File: src/rtl/mfm_sector_reader_if.sv
// mfm_sector_reader_if: decoder, command and data-out signals of the MFM sector reader.
interface mfm_sector_reader_if;
    logic       start;
    logic       abort;
    logic [7:0] target_c;
    logic [7:0] target_h;
    logic [7:0] target_r;
    logic       dec_enable;
    logic [7:0] byte_in;
    logic       byte_valid;
    logic       am_detected;
    logic [1:0] am_type;
    logic       index_pulse;
    logic [7:0] out_data;
    logic       out_valid;
    logic       out_last;
    logic [1:0] size_n;
    logic       deleted;
    logic       busy;
    logic       done;
    logic [2:0] status;

    modport master (
        output start, abort, target_c, target_h, target_r,
        output byte_in, byte_valid, am_detected, am_type, index_pulse,
        input  dec_enable, out_data, out_valid, out_last, size_n, deleted, busy, done, status
    );

    modport slave (
        input  start, abort, target_c, target_h, target_r,
        input  byte_in, byte_valid, am_detected, am_type, index_pulse,
        output dec_enable, out_data, out_valid, out_last, size_n, deleted, busy, done, status
    );
endinterface

File: src/rtl/mfm_sector_reader.sv
// mfm_sector_reader: finds the ID matching C/H/R, streams the following data field out.
// Define FLUXRIPPER_SECTOR_CRC_EN to include the CRC-16-CCITT field checks.
module mfm_sector_reader #(
    parameter int MAX_N       = 3,
    parameter int DAM_TIMEOUT = 43,
    parameter int INDEX_LIMIT = 2
) (
    input logic               clk,
    input logic               reset,
    mfm_sector_reader_if.slave bus
);
    typedef enum logic [2:0] {IDLE, WAIT_IDAM, ID_FIELD, WAIT_DAM, DATA_FIELD, DATA_CRC, DONE} state_t;

    localparam logic [7:0] GAP_LIM = 8'(DAM_TIMEOUT);
    localparam logic [7:0] IDX_LIM = 8'(INDEX_LIMIT);
    localparam logic [7:0] N_MAX   = 8'(MAX_N);

    state_t     state_q, state_d;
    logic [7:0] tc_q, tc_d, th_q, th_d, tr_q, tr_d;
    logic [7:0] idc_q, idc_d, idh_q, idh_d, idr_q, idr_d, idn_q, idn_d;
    logic [9:0] byte_cnt_q, byte_cnt_d;
    logic [7:0] gap_cnt_q, gap_cnt_d, index_cnt_q, index_cnt_d;
    logic [1:0] size_q, size_d;
    logic       del_q, del_d;
    logic [2:0] status_q, status_d;
    logic [7:0] out_data_q, out_data_d;
    logic       out_valid_q, out_valid_d, out_last_q, out_last_d;
    logic       busy, crc_ok, last, id_match;
    logic [10:0] last_idx;
    logic [7:0] idx_inc;

`ifdef FLUXRIPPER_SECTOR_CRC_EN
    logic [15:0] crc_q, crc_d, crc_nx;

    function automatic logic [15:0] crc_byte(input logic [15:0] c, input logic [7:0] b);
        logic [15:0] r;
        r = c ^ {b, 8'h00};
        for (int i = 0; i < 8; i++) r = r[15] ? {r[14:0], 1'b0} ^ 16'h1021 : {r[14:0], 1'b0};
        return r;
    endfunction

    // Address marks inside the data field are ignored, so they must not re-preset the CRC either
    assign crc_nx = crc_byte((bus.am_detected && state_q != DATA_FIELD && state_q != DATA_CRC)
                             ? 16'hCDB4 : crc_q, bus.byte_in);
    assign crc_d  = bus.byte_valid ? crc_nx : crc_q;
    assign crc_ok = crc_nx == 16'h0000;

    always_ff @(posedge clk) crc_q <= reset ? 16'h0000 : crc_d;
`else
    assign crc_ok = 1'b1;
`endif

    assign busy     = state_q != IDLE && state_q != DONE;
    assign last_idx = (11'd128 << size_q) - 11'd1;
    assign last     = {1'b0, byte_cnt_q} == last_idx;
    assign idx_inc  = index_cnt_q + 8'd1;
    assign id_match = idc_q == tc_q && idh_q == th_q && idr_q == tr_q && idn_q <= N_MAX && crc_ok;

    always_comb begin
        state_d     = state_q;
        tc_d        = tc_q;
        th_d        = th_q;
        tr_d        = tr_q;
        idc_d       = idc_q;
        idh_d       = idh_q;
        idr_d       = idr_q;
        idn_d       = idn_q;
        byte_cnt_d  = byte_cnt_q;
        gap_cnt_d   = gap_cnt_q;
        index_cnt_d = index_cnt_q;
        size_d      = size_q;
        del_d       = del_q;
        status_d    = status_q;
        out_data_d  = out_data_q;
        out_valid_d = 1'b0;
        out_last_d  = 1'b0;
        if (bus.abort && busy) begin
            state_d  = DONE;
            status_d = 3'd4;
        end else begin
            case (state_q)
                IDLE: if (bus.start && !bus.abort) begin
                    state_d     = WAIT_IDAM;
                    tc_d        = bus.target_c;
                    th_d        = bus.target_h;
                    tr_d        = bus.target_r;
                    del_d       = 1'b0;
                    size_d      = 2'd0;
                    status_d    = 3'd0;
                    index_cnt_d = 8'd0;
                end
                WAIT_IDAM, ID_FIELD: begin
                    if (bus.index_pulse) index_cnt_d = idx_inc;
                    if (bus.index_pulse && idx_inc >= IDX_LIM) begin
                        state_d  = DONE;
                        status_d = 3'd1;
                    end else if (bus.am_detected) begin
                        state_d    = bus.am_type == 2'b01 ? ID_FIELD : WAIT_IDAM;
                        byte_cnt_d = 10'd0;
                    end else if (state_q == ID_FIELD && bus.byte_valid) begin
                        byte_cnt_d = byte_cnt_q + 10'd1;
                        idc_d      = byte_cnt_q == 10'd0 ? bus.byte_in : idc_q;
                        idh_d      = byte_cnt_q == 10'd1 ? bus.byte_in : idh_q;
                        idr_d      = byte_cnt_q == 10'd2 ? bus.byte_in : idr_q;
                        idn_d      = byte_cnt_q == 10'd3 ? bus.byte_in : idn_q;
                        if (byte_cnt_q == 10'd5) begin
                            state_d   = id_match ? WAIT_DAM : WAIT_IDAM;
                            size_d    = id_match ? idn_q[1:0] : size_q;
                            gap_cnt_d = 8'd0;
                        end
                    end
                end
                WAIT_DAM: begin
                    if (bus.am_detected && bus.am_type[1]) begin
                        state_d    = DATA_FIELD;
                        del_d      = bus.am_type[0];
                        byte_cnt_d = 10'd0;
                    end else if (bus.am_detected && bus.am_type == 2'b01) begin
                        state_d  = DONE;
                        status_d = 3'd2;
                    end else if (bus.byte_valid) begin
                        gap_cnt_d = gap_cnt_q + 8'd1;
                        state_d   = gap_cnt_d == GAP_LIM ? DONE : WAIT_DAM;
                        status_d  = gap_cnt_d == GAP_LIM ? 3'd2 : status_q;
                    end
                end
                DATA_FIELD: if (bus.byte_valid) begin
                    out_valid_d = 1'b1;
                    out_data_d  = bus.byte_in;
                    out_last_d  = last;
                    byte_cnt_d  = last ? 10'd0 : byte_cnt_q + 10'd1;
                    state_d     = last ? DATA_CRC : DATA_FIELD;
                end
                DATA_CRC: if (bus.byte_valid) begin
                    byte_cnt_d = byte_cnt_q + 10'd1;
                    if (byte_cnt_q == 10'd1) begin
                        state_d  = DONE;
                        status_d = crc_ok ? 3'd0 : 3'd3;
                    end
                end
                default: state_d = IDLE;
            endcase
        end
    end

    always_ff @(posedge clk) begin
        if (reset) begin
            state_q     <= IDLE;
            tc_q        <= 8'd0;
            th_q        <= 8'd0;
            tr_q        <= 8'd0;
            idc_q       <= 8'd0;
            idh_q       <= 8'd0;
            idr_q       <= 8'd0;
            idn_q       <= 8'd0;
            byte_cnt_q  <= 10'd0;
            gap_cnt_q   <= 8'd0;
            index_cnt_q <= 8'd0;
            size_q      <= 2'd0;
            del_q       <= 1'b0;
            status_q    <= 3'd0;
            out_data_q  <= 8'd0;
            out_valid_q <= 1'b0;
            out_last_q  <= 1'b0;
        end else begin
            state_q     <= state_d;
            tc_q        <= tc_d;
            th_q        <= th_d;
            tr_q        <= tr_d;
            idc_q       <= idc_d;
            idh_q       <= idh_d;
            idr_q       <= idr_d;
            idn_q       <= idn_d;
            byte_cnt_q  <= byte_cnt_d;
            gap_cnt_q   <= gap_cnt_d;
            index_cnt_q <= index_cnt_d;
            size_q      <= size_d;
            del_q       <= del_d;
            status_q    <= status_d;
            out_data_q  <= out_data_d;
            out_valid_q <= out_valid_d;
            out_last_q  <= out_last_d;
        end
    end

    assign bus.dec_enable = busy;
    assign bus.busy       = busy;
    assign bus.done       = state_q == DONE;
    assign bus.out_data   = out_data_q;
    assign bus.out_valid  = out_valid_q;
    assign bus.out_last   = out_last_q;
    assign bus.size_n     = size_q;
    assign bus.deleted    = del_q;
    assign bus.status     = status_q;
endmodule

File: src/flat_wrapper.sv
// flat-port wrapper written by rule: the top's interface ports become plain ports
module mfm_sector_reader_flat 
#(
    parameter int MAX_N       = 3,
    parameter int DAM_TIMEOUT = 43,
    parameter int INDEX_LIMIT = 2
)
  (clk, reset, bus_start, bus_abort, bus_target_c, bus_target_h, bus_target_r, bus_byte_in, bus_byte_valid, bus_am_detected, bus_am_type, bus_index_pulse, bus_dec_enable, bus_out_data, bus_out_valid, bus_out_last, bus_size_n, bus_deleted, bus_busy, bus_done, bus_status);
  mfm_sector_reader_if bus_i ();
  input logic clk;
  input logic reset;
  input wire logic [$bits(bus_i.start)-1:0] bus_start;
  input wire logic [$bits(bus_i.abort)-1:0] bus_abort;
  input wire logic [$bits(bus_i.target_c)-1:0] bus_target_c;
  input wire logic [$bits(bus_i.target_h)-1:0] bus_target_h;
  input wire logic [$bits(bus_i.target_r)-1:0] bus_target_r;
  input wire logic [$bits(bus_i.byte_in)-1:0] bus_byte_in;
  input wire logic [$bits(bus_i.byte_valid)-1:0] bus_byte_valid;
  input wire logic [$bits(bus_i.am_detected)-1:0] bus_am_detected;
  input wire logic [$bits(bus_i.am_type)-1:0] bus_am_type;
  input wire logic [$bits(bus_i.index_pulse)-1:0] bus_index_pulse;
  output wire logic [$bits(bus_i.dec_enable)-1:0] bus_dec_enable;
  output wire logic [$bits(bus_i.out_data)-1:0] bus_out_data;
  output wire logic [$bits(bus_i.out_valid)-1:0] bus_out_valid;
  output wire logic [$bits(bus_i.out_last)-1:0] bus_out_last;
  output wire logic [$bits(bus_i.size_n)-1:0] bus_size_n;
  output wire logic [$bits(bus_i.deleted)-1:0] bus_deleted;
  output wire logic [$bits(bus_i.busy)-1:0] bus_busy;
  output wire logic [$bits(bus_i.done)-1:0] bus_done;
  output wire logic [$bits(bus_i.status)-1:0] bus_status;
  assign bus_i.start = bus_start;
  assign bus_i.abort = bus_abort;
  assign bus_i.target_c = bus_target_c;
  assign bus_i.target_h = bus_target_h;
  assign bus_i.target_r = bus_target_r;
  assign bus_i.byte_in = bus_byte_in;
  assign bus_i.byte_valid = bus_byte_valid;
  assign bus_i.am_detected = bus_am_detected;
  assign bus_i.am_type = bus_am_type;
  assign bus_i.index_pulse = bus_index_pulse;
  assign bus_dec_enable = bus_i.dec_enable;
  assign bus_out_data = bus_i.out_data;
  assign bus_out_valid = bus_i.out_valid;
  assign bus_out_last = bus_i.out_last;
  assign bus_size_n = bus_i.size_n;
  assign bus_deleted = bus_i.deleted;
  assign bus_busy = bus_i.busy;
  assign bus_done = bus_i.done;
  assign bus_status = bus_i.status;
  mfm_sector_reader #(.MAX_N(MAX_N), .DAM_TIMEOUT(DAM_TIMEOUT), .INDEX_LIMIT(INDEX_LIMIT)) u_core (.clk(clk), .reset(reset), .bus(bus_i));
endmodule
File: config.mk
export PLATFORM = sky130hd
export DESIGN_NAME = mfm_sector_reader_flat
export DESIGN_NICKNAME = d
export VERILOG_FILES = /design/src/rtl/mfm_sector_reader_if.sv /design/src/rtl/mfm_sector_reader.sv /design/src/flat_wrapper.sv
export SDC_FILE = /design/constraint.sdc
export NUM_CORES = 1
export LEC_CHECK = 0
export ABC_AREA = 1
export CELL_PAD_IN_SITES_DETAIL_PLACEMENT = 0
export CELL_PAD_IN_SITES_GLOBAL_PLACEMENT = 1
export CORE_ASPECT_RATIO = 0.8
export CORE_UTILIZATION = 40
export DETAILED_ROUTE_END_ITERATION = 16
export HOLD_SLACK_MARGIN = 0.12
export PLACE_DENSITY_LB_ADDON = 0.1
export SETUP_SLACK_MARGIN = 0.1
export SLEW_MARGIN = 25
export SYNTH_ARGS = -nofsm -noshare
export SYNTH_HDL_FRONTEND = slang
export SYNTH_SLANG_ARGS = --single-unit
File: constraint.sdc
create_clock -name clk -period 2.71 [get_ports clk]
set_input_delay 0.271 -clock clk [delete_from_list [all_inputs] [get_ports clk]]
set_output_delay 0.271 -clock clk [all_outputs]
set_load 0.02 [all_outputs]
Word level (Yosys, flattened, before mapping)
Index checks and enable logic that the tools add are counted.
Word-level totals
  register bits: 101
  input port bits: 41
  output and inout port bits: 19
  logic and storage cells: 176
Cells by class
  add/subtract/negate cells: 4
  magnitude comparators: 2
  equality and inequality tests: 49
  shift operators: 1
  mux-type cells: 57
  bitwise operators: 5
  reductions and logical operators: 39
Operators by type and width (number)
  two-way mux 8 bit: 9
  two-way mux 10 bit: 7
  two-way mux 3 bit: 22
  case mux 10 bit (4 select lines): 1
  case mux 8 bit (2 select lines): 2
  equality test 8 bit: 3
  AND reduction 6 bit: 4
  AND reduction 8 bit: 3
  AND reduction 7 bit: 3
  equality test 10 x 2 -> 1 bit, second input constant: 2
  adder 8 x 1 -> 8 bit, second input constant: 2
  two-way mux 2 bit: 8
  != test 2 bit, second input constant: 8
  != test 4 x 2 -> 1 bit, second input constant: 4
  != test 3 x 2 -> 1 bit, second input constant: 5
  != test 5 x 2 -> 1 bit, second input constant: 3
  case mux 3 bit (5 select lines): 1
  != test 2 x 1 -> 1 bit, second input constant: 7
  != test 3 x 1 -> 1 bit, second input constant: 4
  case mux 3 bit (4 select lines): 1
  equality test 10 x 11 -> 1 bit: 1
  left shift 8 x 2 -> 11 bit, first input constant: 1
  subtractor 11 x 1 -> 11 bit, second input constant: 1
  adder 10 x 1 -> 10 bit, second input constant: 1
  other kinds (29): 54

Longest topological paths before layout
Gate-level depths: netlist of run 1.
  word-level depth: 11
  mapped depth: 14
  mapped depth without buffers: 13

Worst setup path before layout of run 1
Ideal clock, no wire load.
  kind: reg-to-reg
  start: register u_core.index_cnt_q[1]
  end: register u_core.gap_cnt_q[5]
  library setup time: 0.113 ns
  arrival: 1.812 ns
  setup slack: 0.786 ns
  cell stages (with the launch flop): 14
  path buffers: 1
  clock period less this slack: 1.924 ns
  cells stage by stage: dfxtp_1 > inv_1 > ha_1 > inv_1 > nor2_1 > nand2_1 > nor2_1 > nand3_2 > o21bai_4 > nor3b_4 > buf_6 > nand2_1 > nand2_1 > nor2_1
On the way
  cells in the longest elaborated chain, start to end: 5
Ends and longest elaborated chain
  from (decl): line mfm_sector_reader.sv:22  | logic [7:0] gap_cnt_q, gap_cnt_d, index_cnt_q, index_cnt_d;
  from (signal assigned): line mfm_sector_reader.sv:176  | index_cnt_q <= index_cnt_d;
  adder 8 x 1 -> 8 bit: line mfm_sector_reader.sv:56  | assign idx_inc = index_cnt_q + 8'd1;
  >= comparator 8 x 2 -> 1 bit: line mfm_sector_reader.sv:94  | if (bus.index_pulse && idx_inc >= IDX_LIM) begin
  logical AND 1 bit: line mfm_sector_reader.sv:94
  != test 2 bit (no line)
  AND reduction 9 bit (no line)
  to (signal assigned): line mfm_sector_reader.sv:175  | gap_cnt_q <= gap_cnt_d;
  to (decl): line mfm_sector_reader.sv:22
Every way passes these cells.
A chain may end at the register's enable or synchronous reset.

Final worst setup path of run 1
  start: register u_core.state_q[0]
  end: output port bus_dec_enable
On the way
  cells in the longest elaborated chain, start to end: 2
Ends and longest elaborated chain
  from (decl): line mfm_sector_reader.sv:18  | state_t state_q, state_d;
  from (signal assigned): line mfm_sector_reader.sv:166  | state_q <= state_d;
  != test 3 bit / nonzero test 3 bit (equally long branches): line mfm_sector_reader.sv:53  | assign busy = state_q != IDLE && state_q != DONE;
  logical AND 1 bit (*): line mfm_sector_reader.sv:53
  to (decl): line flat_wrapper.sv:22  | output wire logic [$bits(bus_i.dec_enable)-1:0] bus_dec_enable;
Mark *: on every way between the ends. The rest lies on a longest branch, timed or not.

==> results of run 1 <==
metrics by stage:
stage	cell area, um^2	setup WS (ps)	cells	hold WS, ps
3_5_place_dp	6140	320	1013	443
3_3_place_gp	6140	333	1013	441
2_1_floorplan	5360	786	792	435
5_1_grt	6440	252	1028	459
4_1_cts	6420	396	1027	454
6_report	6440	504	1028	453
how the worst max path moves through the flow:
stage                     cells past startpoint                   from                  end
after floorplan                              13  u_core.index_cnt_q[1]  u_core.gap_cnt_q[5]
after global placement                       11         bus_am_type[0]  u_core.gap_cnt_q[6]
after detailed placement                     11        bus_am_detected  u_core.gap_cnt_q[0]
after CTS                                    12  u_core.index_cnt_q[1]  u_core.gap_cnt_q[0]
after global routing                          7      u_core.state_q[0]      u_core.idh_q[5]
final                                         5      u_core.state_q[0]       bus_dec_enable
per-layer routing:
metal  up-vias  GRT usage  wire, um
li1       2722          -         -
met1      2353      0.333      7850
met2       127      0.302      5750
met3        21     0.0433       772
met4         0     0.0756       238
met5         -          0         0
repair_timing:
action                     4_1_cts  5_1_grt
setup endpoints to repair        0        5
gates resized for setup          0        0
buffers inserted                 0        1
synth_stat cells, types with 3 or more instances:
library cell	n	area share
inv_1	80	0.056
ha_1	8	0.019
xnor2_1	7	0.011
xor2_1	12	0.020
nand3_2	5	0.0093
nand2_2	6	0.0070
a211oi_1	5	0.0070
o21ai_0	56	0.052
clkbuf_1	14	0.0098
nor3b_2	3	0.0070
buf_6	4	0.0084
a21oi_1	66	0.062
buf_2	5	0.0047
nand4_1	40	0.047
nor3_1	11	0.010
dfxtp_1	101	0.38
nor2_2	4	0.0047
inv_2	3	0.0021
nand2_1	170	0.12
nand3_1	52	0.049
o211ai_1	3	0.0042
buf_4	3	0.0042
nor2_1	112	0.078
cell families after synthesis:
logic type	Yosys count
xor gates and xnor gates	19
buffers and inverters	112
AOI/OAI and AO/OA	142
DFF	101
and+or+nand+nor	410
adders and majority gates	8
tightest hold or removal path, delay by kind of cell, from the launching register on:
kind,cells,cell delay (ps)
buffers and inverters,1,50
flip-flops,1,310
AO/OA/AOI/OAI,1,50
report_power, final:
part / leakage (uW) / total (uW) / internal (uW) / switching [uW]
registers: 0.000821 / 1980 / 1740 / 237
logic: 0.00158 / 2670 / 939 / 1730
clock network: 0.000141 / 1260 / 693 / 564
total: 0.00254 / 5910 / 3370 / 2530
layout make-up:
class	count	area share
clock buffers	12	0.0414
inverters	84	0.0489
flip-flops and latches	101	0.314
well taps	175	0.0340
multi-input cells	579	0.446
repair buffers	75	0.113
clock inverters	2	0.00272
==> flow_summary.ini, run 1 <==
[floorplanning]
die_w_um = 131
start_util = 0.414
rows = 37
floorplan.core_area_um2 = 13000
ioPinCount = 60
die-area_um2 = 13900
die_y_um = 106

[layout]
fillers = 1308
drive_gt1_frac = 0.0692
synthToLayoutAreaGrowth_pct = 20.2
final_common_cell = nand2_1
layout.nets = 899
antenna_cells = 0
multiInputGateArea_um2 = 2870
register_area_um2 = 2020
final_util = 0.497
regMostFlops = u_core.byte_cnt_q
largest_register_ffs = 10
layout_common_cells = nand2_1 (170), nor2_1 (112), dfxtp_1 (101), inv_1 (80), a21oi_1 (66)

[yosys]
synthAdderAreaFrac = 0.0187
synth-xor-area-share = 0.0310
syn_nets = 841
ys_seq_area_frac = 0.377
synthCells = 792
synth_area_um2 = 5360
yosysWarnings = 0
synth_top_family_by_area = simple AND/OR/NAND/NOR gates
avgSynthCellArea_um2 = 6.77
async_flop_share = 0
yosysUniqueCellTypes = 39
synthMuxAreaShare = 0
synth_compound_gate_area_share = 0.144
ys_ff_latch = 101
synth_edf_count = 0
synth_flop_cell = dfxtp_1
yosys.area_share.simple = 0.342

[placed_design]
gp_congestion = 0.940
hpwl_um = 10900
io_buffers = 59

[hold_path]
worst_hold_path.endpoint = u_core.bus.deleted
holdCritPathClass = register to register
whs_path_depth = 2
hold_path_startpoint = u_core.bus.deleted

[setup_path]
worst_setup_path_start_kind = register
path_common_cell = nand2_1
arrival_ps = 1940
crit_family = buffers and inverters
worstRegToRegCells = 7
cpMaxStageDelayCell = clkdlybuf4s50_1
path_class = register to output pin
required_ps = 2440
reg2reg_to = u_core.idh_q[6]
path_buf_inv = 2
critPathMaxFanout = 7
r2r-start = u_core.state_q[0]
endpoint_kind = output pin
cpPeakStageDelay_ps = 610
r2r_slack_ps = 510
crit_chain = nor2_2 -> nand2_1 -> nand2_1 -> inv_2 -> clkdlybuf4s50_1

[timing]
rsz0062_at_grt = no
fin_setup_tns_ps = 0
hold_viol = 0
fin_skew_ps = 5.29
slew_headroom = 0.527
final.min_clock_period_ps = 2210
tightest_slew_ps = 708
slew_viol_final = 0
max_freq_mhz = 453
period_share = 0.814
finalSetupViolations = 0

[clock_tree]
htreeDepth = 3
cts_tree = done
clk_path_buf_depth = 2
cts-root-buf = clkbuf_16
cts_hold_buf = 0
clk_pin_slew_worst_paths_ps = 70
cts_buffers = 9
clk_latency_ps = 350
clkSinkCount = 101

[pwr]
ir_drop_mv = 0.566
p_total_uw = 5910
powerDensity_nw_per_um2 = 917
p_leak_uw = 0.00254

[run_status]
status = completed

[global_routing]
grt_overflow = 0
grt_max_degree = 49
antenna_found_initial = 0
grt_pass1_wl_um = 24200
grt_pass1_vias = 4755
track_usage = 0.219

[detailed_routing]
wl_per_cell_um = 14.2
vias = 5223
drc_errors = 0
routed_wl_um = 14600
ant_nets = 0
via_per_inst = 5.08
drt_iter0_markers = 284
firstDrtPassIters = 5

[job]
max-cap-violations = 0
(Power assumes the default switching activity.)
==> run 2: changes to the inputs <==
Clock period 2.71 ns to 2.12 ns, I/O delays scaled along.
==> run 2 against run 1 <==
- worst hold slack worse by 27 ps
- final cell count rose by 2.6%
- clock skew down 0.62 ps
- via count increased by 4.5%
- routed wire length grew 5.5%
- combinational power is 76% higher
- setup slack worse by 380 ps
- global-route usage grew 0.90 points
- critical path type is now register to register
==> flow_summary.ini, run 2 (synthesis results as in run 1) <==
[setup_path]
path_class = register to register
worst_setup_path_start_kind = register
required_ps = 2370
arrival_ps = 2240
critPathMaxFanout = 6
endpoint_kind = register

[hold_path]
holdCritPathClass = input port to register

[layout]
regMostFlops = u_core.byte_cnt_q
fillers = 1266
layout.nets = 924
register_area_um2 = 2030
final_common_cell = nand2_1
largest_register_ffs = 10
drive_gt1_frac = 0.151
layout_common_cells = nand2_1 (158), nor2_1 (109), dfxtp_1 (95), inv_1 (76), clkdlybuf4s50_1 (58)
synthToLayoutAreaGrowth_pct = 32.5
antenna_cells = 0
multiInputGateArea_um2 = 3110
fin_area_um2 = 7110

[run_status]
status = completed

[clock_tree]
htreeDepth = 3
cts_tree = done
clk_path_buf_depth = 2
cts-root-buf = clkbuf_16
clk_pin_slew_worst_paths_ps = 70
cts_buffers = 9
clk_latency_ps = 360
clkSinkCount = 101

[job]
max-cap-violations = 0

[timing]
period_share = 0.941
hold_viol = 0
slew_viol_final = 0
finalSetupViolations = 0
fin_skew_ps = 4.66
fin_setup_tns_ps = 0
max_freq_mhz = 501
tightest_slew_ps = 603
slew_headroom = 0.598
rsz0062_at_grt = yes
final.min_clock_period_ps = 1990

[detailed_routing]
firstDrtPassIters = 5
via_per_inst = 5.18
vias = 5460
routed_wl_um = 15400
drc_errors = 0
ant_nets = 0
drt_iter0_markers = 391
wl_per_cell_um = 14.6

[global_routing]
antenna_found_initial = 0
grt_overflow = 0
grt_pass1_vias = 4944
grt_max_degree = 49
track_usage = 0.228
grt_pass1_wl_um = 25100

[placed_design]
gp_congestion = 0.869
hpwl_um = 10800
io_buffers = 59
place_area_um2 = 6250

[floorplanning]
start_util = 0.414
ioPinCount = 60
die-area_um2 = 13900
die_y_um = 106
floorplan.core_area_um2 = 13000
rows = 37
die_w_um = 131

[pwr]
p_total_uw = 9230
powerDensity_nw_per_um2 = 1300
p_leak_uw = 0.00279
ir_drop_mv = 0.571
==> run 2: cell count changes in the layout (fill, tap and decap cells not counted), moves of 5 or more <==
cell / change
nand2_1: -12
nand3_1: -9
nand2_4: +5
a21oi_2: +9
dfxtp_1: -6
dfxtp_2: +5
nand3_4: +7
a21oi_1: -9
nand2_2: +7
buf_4: +13
==> run 2: path summary, 6_finish.rpt <==
kind / from / to / cells past startpoint / slack [ps]
worst max-delay path: u_core.index_cnt_q[1] / u_core.state_q[1] / 15 / 130
worst min-delay path: reset / u_core.index_cnt_q[7] / 3 / 430
worst max register to register: u_core.index_cnt_q[1] / u_core.state_q[1] / 15 / 130
worst min register to register: u_core.idn_q[7] / u_core.idn_q[7] / 2 / 460
==> run 2: report_power, final <==
part	leakage [uW]	internal, uW	switching [uW]
registers	0.000823	2240	322
logic	0.00180	2020	2670
clock network	0.000171	1200	779
==> run 2: repair_timing <==
action / CTS / global route
hold buffers: 0 / 0
buffers inserted: 9 / 1
endpoints found under the setup margin: 49 / 74
resized for setup: 27 / 52
gates cloned: 4 / 1
pin swaps: 16 / 35
==> run 2: area by class of cell <==
| cell class | count | area share |
|---|---|---|
| flip-flops and latches | 101 | 0.286 |
| clock inverters | 6 | 0.0166 |
| multi-input cells | 579 | 0.438 |
| well taps | 175 | 0.0308 |
| inverters | 84 | 0.0447 |
| clock buffers | 10 | 0.0336 |
| repair buffers | 100 | 0.150 |
==> run 2: per-stage QoR <==
stage / std cells / hold WS, ps / utilization / setup WS (ps)
global placement: 1024 / 446 / 0.482 / 28.6
CTS: 1053 / 421 / 0.533 / 101
global route: 1055 / 478 / 0.548 / -23.9
floorplan: 792 / 379 / - / 196
detailed placement: 1024 / 453 / 0.482 / -6.47
finish: 1055 / 426 / 0.548 / 125
==> run 2: critical path, cell delays in order, from the launching register on <==
cell and delay [ps]:
dfxtp_2 350, inv_2 60, ha_4 260, inv_2 30, nor2_1 80, nand2_1 70
nor2_2 150, nand3_4 110, o21bai_4 190, buf_12 140, buf_16 120, nand2_2 40
nand2_1 40, nand3_1 60, nor2_1 130, nor2_1 60
==> run 2: per-layer routing <==
metal,global-route usage,share of wire,vias up,routed length (um)
met1,0.330,0.51,2551,7940
met3,0.0515,0.054,8,837
met5,0,0,-,0
met4,0.0615,0.0088,0,136
li1,-,-,2777,-
met2,0.338,0.42,124,6510
==> RTL edit 1 (settings of run 2) <==
Add a define of `FLUXRIPPER_SECTOR_CRC_EN`.
--- a/src/rtl/mfm_sector_reader.sv
+++ b/src/rtl/mfm_sector_reader.sv
@@ -1,5 +1,7 @@
 // mfm_sector_reader: finds the ID matching C/H/R, streams the following data field out.
 // Define FLUXRIPPER_SECTOR_CRC_EN to include the CRC-16-CCITT field checks.
+`define FLUXRIPPER_SECTOR_CRC_EN
+
 module mfm_sector_reader #(
     parameter int MAX_N       = 3,
     parameter int DAM_TIMEOUT = 43,
Check against the original RTL: not equivalent (a bounded check fails within 10 cycles, from zero or initial values and one cycle with reset high).
==> RTL edit 1 against run 2 <==
The flow now finishes with violations (negative setup slack); critical path type unchanged; first-iteration DRC count up 0.51%; largest power group unchanged; non-clock buffer count is 63 higher; final cell count up 31%; synthesized area increased by 22%; cell area increased by 27%; sequential power grew 6%; global-route usage about the same; sequential cell count up 16; wire length grew 25%; total power grew 2.1%; setup slack worse by 210 ps; combinational power decreased by 14%.
==> RTL edit 1: results (changes against run 2) <==
dominant cells by area after synthesis=dfxtp_1 (36%), nand2_1 (13%), inv_1 (7.9%), nor2_1 (7.6%), o21ai_0 (5.9%); register area share after synthesis=35.8% (-1.9 points); Unique masters post-synth=41 (+5.1%); final-stage net count=1203 (+30%); DP HPWL=13600 um (+25%); Synth Warn #=0 (unchanged); Synth Area in Compound Gates=15.0% (+0.58 points); clock latency on the worst-skew pair=430 ps (+70 ps); Syn Nets=1047 (+24%); Rel. slew slack=61.3% (+1.5 points); worst path arrival time=2520 ps (+280 ps); largest net degree at the start of global routing=57 (+16%); RR Startpoint=u_core.index_cnt_q[0]$_SDFFE_PP0P_; min-delay src=bus_target_h[7]; reg2reg end=u_core.idh_q[2]$_SDFFE_PP0P_; DP Area=7920 um^2 (+27%); setup ws final=-84.2 ps (-209 ps); worst-path fanout max=8 (+2); Fin Setup TNS=-1250 ps (-1250 ps); wire per inst=13.9 um (-4.6%); biggest regs=u_core.crc_q: 16 flops, u_core.byte_cnt_q: 10 flops; # setup viols final=28 (+28); H-Tree Depth=4 (+1); Mapped Avg Cell Area=6.56 um^2 (-3.1%); Hold Slack=363 ps (-62.8 ps); leading post-synthesis cells by instance count=nand2_1 (229), inv_1 (137), nor2_1 (133), dfxtp_1 (117), o21ai_0 (77); Cells on Worst Hold Path=3 (unchanged); Total GRT Usage=22.8% (-0.040 points); register clock-pin slew on the reported worst setup and hold paths=70 ps (about the same); drt first pass iters=5 (unchanged); Via density=4.83 (-6.7%); non-filler instance count after layout=1382 (+31%); fraction of the mapped netlist area in adder cells=1.53% (-0.34 points); TritonCTS Buffers=17 (+8); worst vdd ir=0.604 mV (+5.8%); switch share=39.6% (-1.3 points); CTS max path bufs=2 (unchanged); status=finished, violations left; hold endpoint=u_core.th_q[7]$_SDFFE_PP0P_; worst clock skew=13.5 ps (+8.88 ps); global-route wire length before repair=30200 um (+20%); gpl congestion=0.874 (+0.53%); dpl cells=1329 (+30%); vias in the first global route=5961 (+21%); share of cells above drive strength 1=21.9% (+6.7 points); Synth Area in XOR/XNOR=2.94% (-0.16 points); Leakage=4.14 nW (+48%); Iter 0 DRT Violations=393 (+0.51%); Post-Place Worst Slack=-252 ps (-246 ps); root buffer cell=clkbuf_16; failing checks=negative setup slack
==> RTL edit 1: cell types whose count changed in the layout (fill, tap and decap cells not counted), sizes merged, moves of 7 or more <==
| cell | change |
|---|---|
| buf | +63 |
| clkinv | +7 |
| dfxtp | +16 |
| inv | +72 |
| nand2 | +78 |
| nand4 | -27 |
| nor2 | +25 |
| o211ai | +10 |
| o21ai | +21 |
| o22ai | +8 |
==> RTL edit 1: kinds of logic after synthesis <==
kind of cell               after synthesis
and+or+nand+nor                        489
AOI/OAI and AO/OA                      181
buffers and inverters                  181
DFF                                    117
xor gates and xnor gates                22
adders and majority gates                8
==> RTL edit 1: area by class of cell <==
class	instances	area, um^2
clock buffer	17	425
clock inverter	15	123
fill	1556	6850
inverter	151	589
multi-input combinational	703	3810
sequential	117	2350
tap	215	269
timing repair buffer	163	1470
timing repair inverter	1	11.3
==> RTL edit 1: power by group through the flow <==
stage | clock network [mW] | logic, mW | registers (mW)
floorplan | 0 | 2.06 | 2.77
finish | 2.70 | 4.02 | 2.72
CTS | 2.77 | 3.50 | 2.70
detailed placement | 0 | 3.37 | 2.74
global route | 2.86 | 4.42 | 2.75
global placement | 0 | 3.37 | 2.74
==> RTL edit 1: how the worst max path moves through the flow <==
stage,start,end,slack [ps],depth (start not counted)
floorplan,u_core.index_cnt_q[0]$_SDFFE_PP0P_,u_core.idc_q[0]$_SDFFE_PP0P_,150,15
global placement,bus_am_detected,u_core.bus.size_n[1]$_SDFFE_PP0P_,-190,16
global route,u_core.index_cnt_q[0]$_SDFFE_PP0P_,u_core.idc_q[7]$_SDFFE_PP0P_,-240,16
detailed placement,bus_am_detected,u_core.bus.status[0]$_SDFFE_PP0P_,-250,15
CTS,u_core.index_cnt_q[1]$_SDFFE_PP0P_,u_core.idh_q[2]$_SDFFE_PP0P_,-40,14
finish,u_core.index_cnt_q[0]$_SDFFE_PP0P_,u_core.idh_q[2]$_SDFFE_PP0P_,-80,15
==> RTL edit 1: timing repair <==
action                                 CTS  global route
resized for setup                       51            69
cloned                                   0             4
setup endpoints to repair               57            65
hold buffers                             0             0
setup buffers                            4            13
endpoints found under the hold margin    0             0
pin swaps                               11            25
==> RTL edit 1: critical path, cell delays in order, from the launching register on <==
cell and delay [ps]:
dfxtp_4 360, ha_4 170, nand2_4 70, inv_2 40, nand2_2 50, xor2_1 170
nand2_1 80, nor2_2 100, nand4_1 100, nand2_2 150, nand2_4 80, nor2_8 210
buf_12 160, nand3_4 160, nor2_1 140, nor2_1 60
==> RTL edit 1: routing by layer <==
layer,share of wire (%),GRT usage (%),vias to the layer above
met2,43,35.6,130
met1,52,31.9,3022
met3,4.5,4.69,20
met5,0,0,-
li1,-,-,3504
met4,0.80,6.31,0
==> RTL edit 2 (config.mk and constraints of run 2) <==
Without the edit above. The 7 states of `state_t` get a Gray code encoding in 3 bits.
--- a/src/rtl/mfm_sector_reader.sv
+++ b/src/rtl/mfm_sector_reader.sv
@@ -9,7 +9,7 @@
     input logic               reset,
     mfm_sector_reader_if.slave bus
 );
-    typedef enum logic [2:0] {IDLE, WAIT_IDAM, ID_FIELD, WAIT_DAM, DATA_FIELD, DATA_CRC, DONE} state_t;
+    typedef enum logic [2:0] {IDLE = 3'b000, WAIT_IDAM = 3'b001, ID_FIELD = 3'b011, WAIT_DAM = 3'b010, DATA_FIELD = 3'b110, DATA_CRC = 3'b111, DONE = 3'b101} state_t;
 
     localparam logic [7:0] GAP_LIM = 8'(DAM_TIMEOUT);
     localparam logic [7:0] IDX_LIM = 8'(INDEX_LIMIT);
Function: same outputs for any inputs over 4 cycles, from zero or initial values and one cycle with reset high; so few cycles prove little.
==> RTL edit 2 against run 2 <==
Synthesized area is 0.49% higher; wire length is 1.8% lower; setup slack worse by 49 ps; clock power is 13% lower; cell area is 2.2% lower; critical path depth is 1 lower; sequential power is 6% lower; die area is 0.48% higher; critical path type unchanged; highest routed layer unchanged; sequential cell count stayed put; total power is 25% lower; global-route usage is 1.1 points lower.
==> RTL edit 2: results (changes against run 2) <==
Total GRT Usage=21.8% (-1.1 points); final-stage net count=959 (+3.8%); Seq. cell area=2030 um^2 (+0.12%); gpl congestion=0.878 (+0.98%); Seq group=2.41 mW (-6%); Post-Place Worst Slack=-71.9 ps (-65.4 ps); met2 WL=6550 um (+0.66%); multi-input combinational area share=45.0% (+1.2 points); wire length on met1=7880 um (-0.64%); dominant cells by area after synthesis=dfxtp_1 (38%), nand2_1 (14%), nor2_1 (9.1%), inv_1 (7.0%), a21oi_1 (6.4%); fillers=1303 (+2.9%); ClkCell Share=4.41% (-0.61 points); measured slew at the worst slew-check pin=671 ps (+67.5 ps); Yosys top cell area share=37.5% (-0.18 points); Syn Nets=880 (+4.6%); row cnt=37 (unchanged); Unique masters post-synth=34 (-13%); DP Area=6300 um^2 (+0.90%); hold crit path type=reg2reg; count of multi-input gates=599 (+3.5%); Met3 Wirelength=616 um (-26%); register area share after synthesis=37.5% (-0.18 points); Iter 0 DRT Violations=295 (-25%); grt met2 use=32.5% (-1.3 points); share of cells above drive strength 1=14.8% (-0.36 points); worst vdd ir=0.450 mV (-21%); clock latency on the worst-skew pair=340 ps (-20 ps); Leakage=2.88 nW (+2.9%); status=completed; dpl cells=1071 (+4.6%); GR Layer Usage met1=32.2% (-0.78 points); worst clock skew=6.95 ps (+2.28 ps); inverter count=107 (+27%); largest net degree at the start of global routing=52 (+6.1%); Critical Path Slowest Stage Cell=dfxtp_4; synthesized instance count=831 (+4.9%); post_cts resized=11 (-59%); wire per inst=13.9 um (-5.0%); vias in the first global route=4883 (-1.2%); routed wire length=15100 um (-1.8%); switch share=40.0% (-0.92 points); Comb pwr share=40.7% (-10 points); global-route wire length before repair=24200 um (-3.3%)
[RTL edit 2: logic make-up after synthesis]
family / share of synthesized area [%]
simple gates: 35.2
compound gates: 13.7
buf+inv: 9.96
flops: 37.5
xor+xnor: 1.79
fa+ha+maj: 1.86
[RTL edit 2: final timing paths]
path / end / slack (ps) / start / cells past startpoint
max: u_core.idn_q[1]$_SDFFE_PP0P_ / 80 / u_core.index_cnt_q[1]$_SDFFE_PP0P_ / 14
min: u_core.bus.status[2]$_SDFFE_PP0P_ / 470 / u_core.bus.status[2]$_SDFFE_PP0P_ / 2
max reg2reg: u_core.idn_q[1]$_SDFFE_PP0P_ / 80 / u_core.index_cnt_q[1]$_SDFFE_PP0P_ / 14
min reg2reg: u_core.bus.status[2]$_SDFFE_PP0P_ / 470 / u_core.bus.status[2]$_SDFFE_PP0P_ / 2
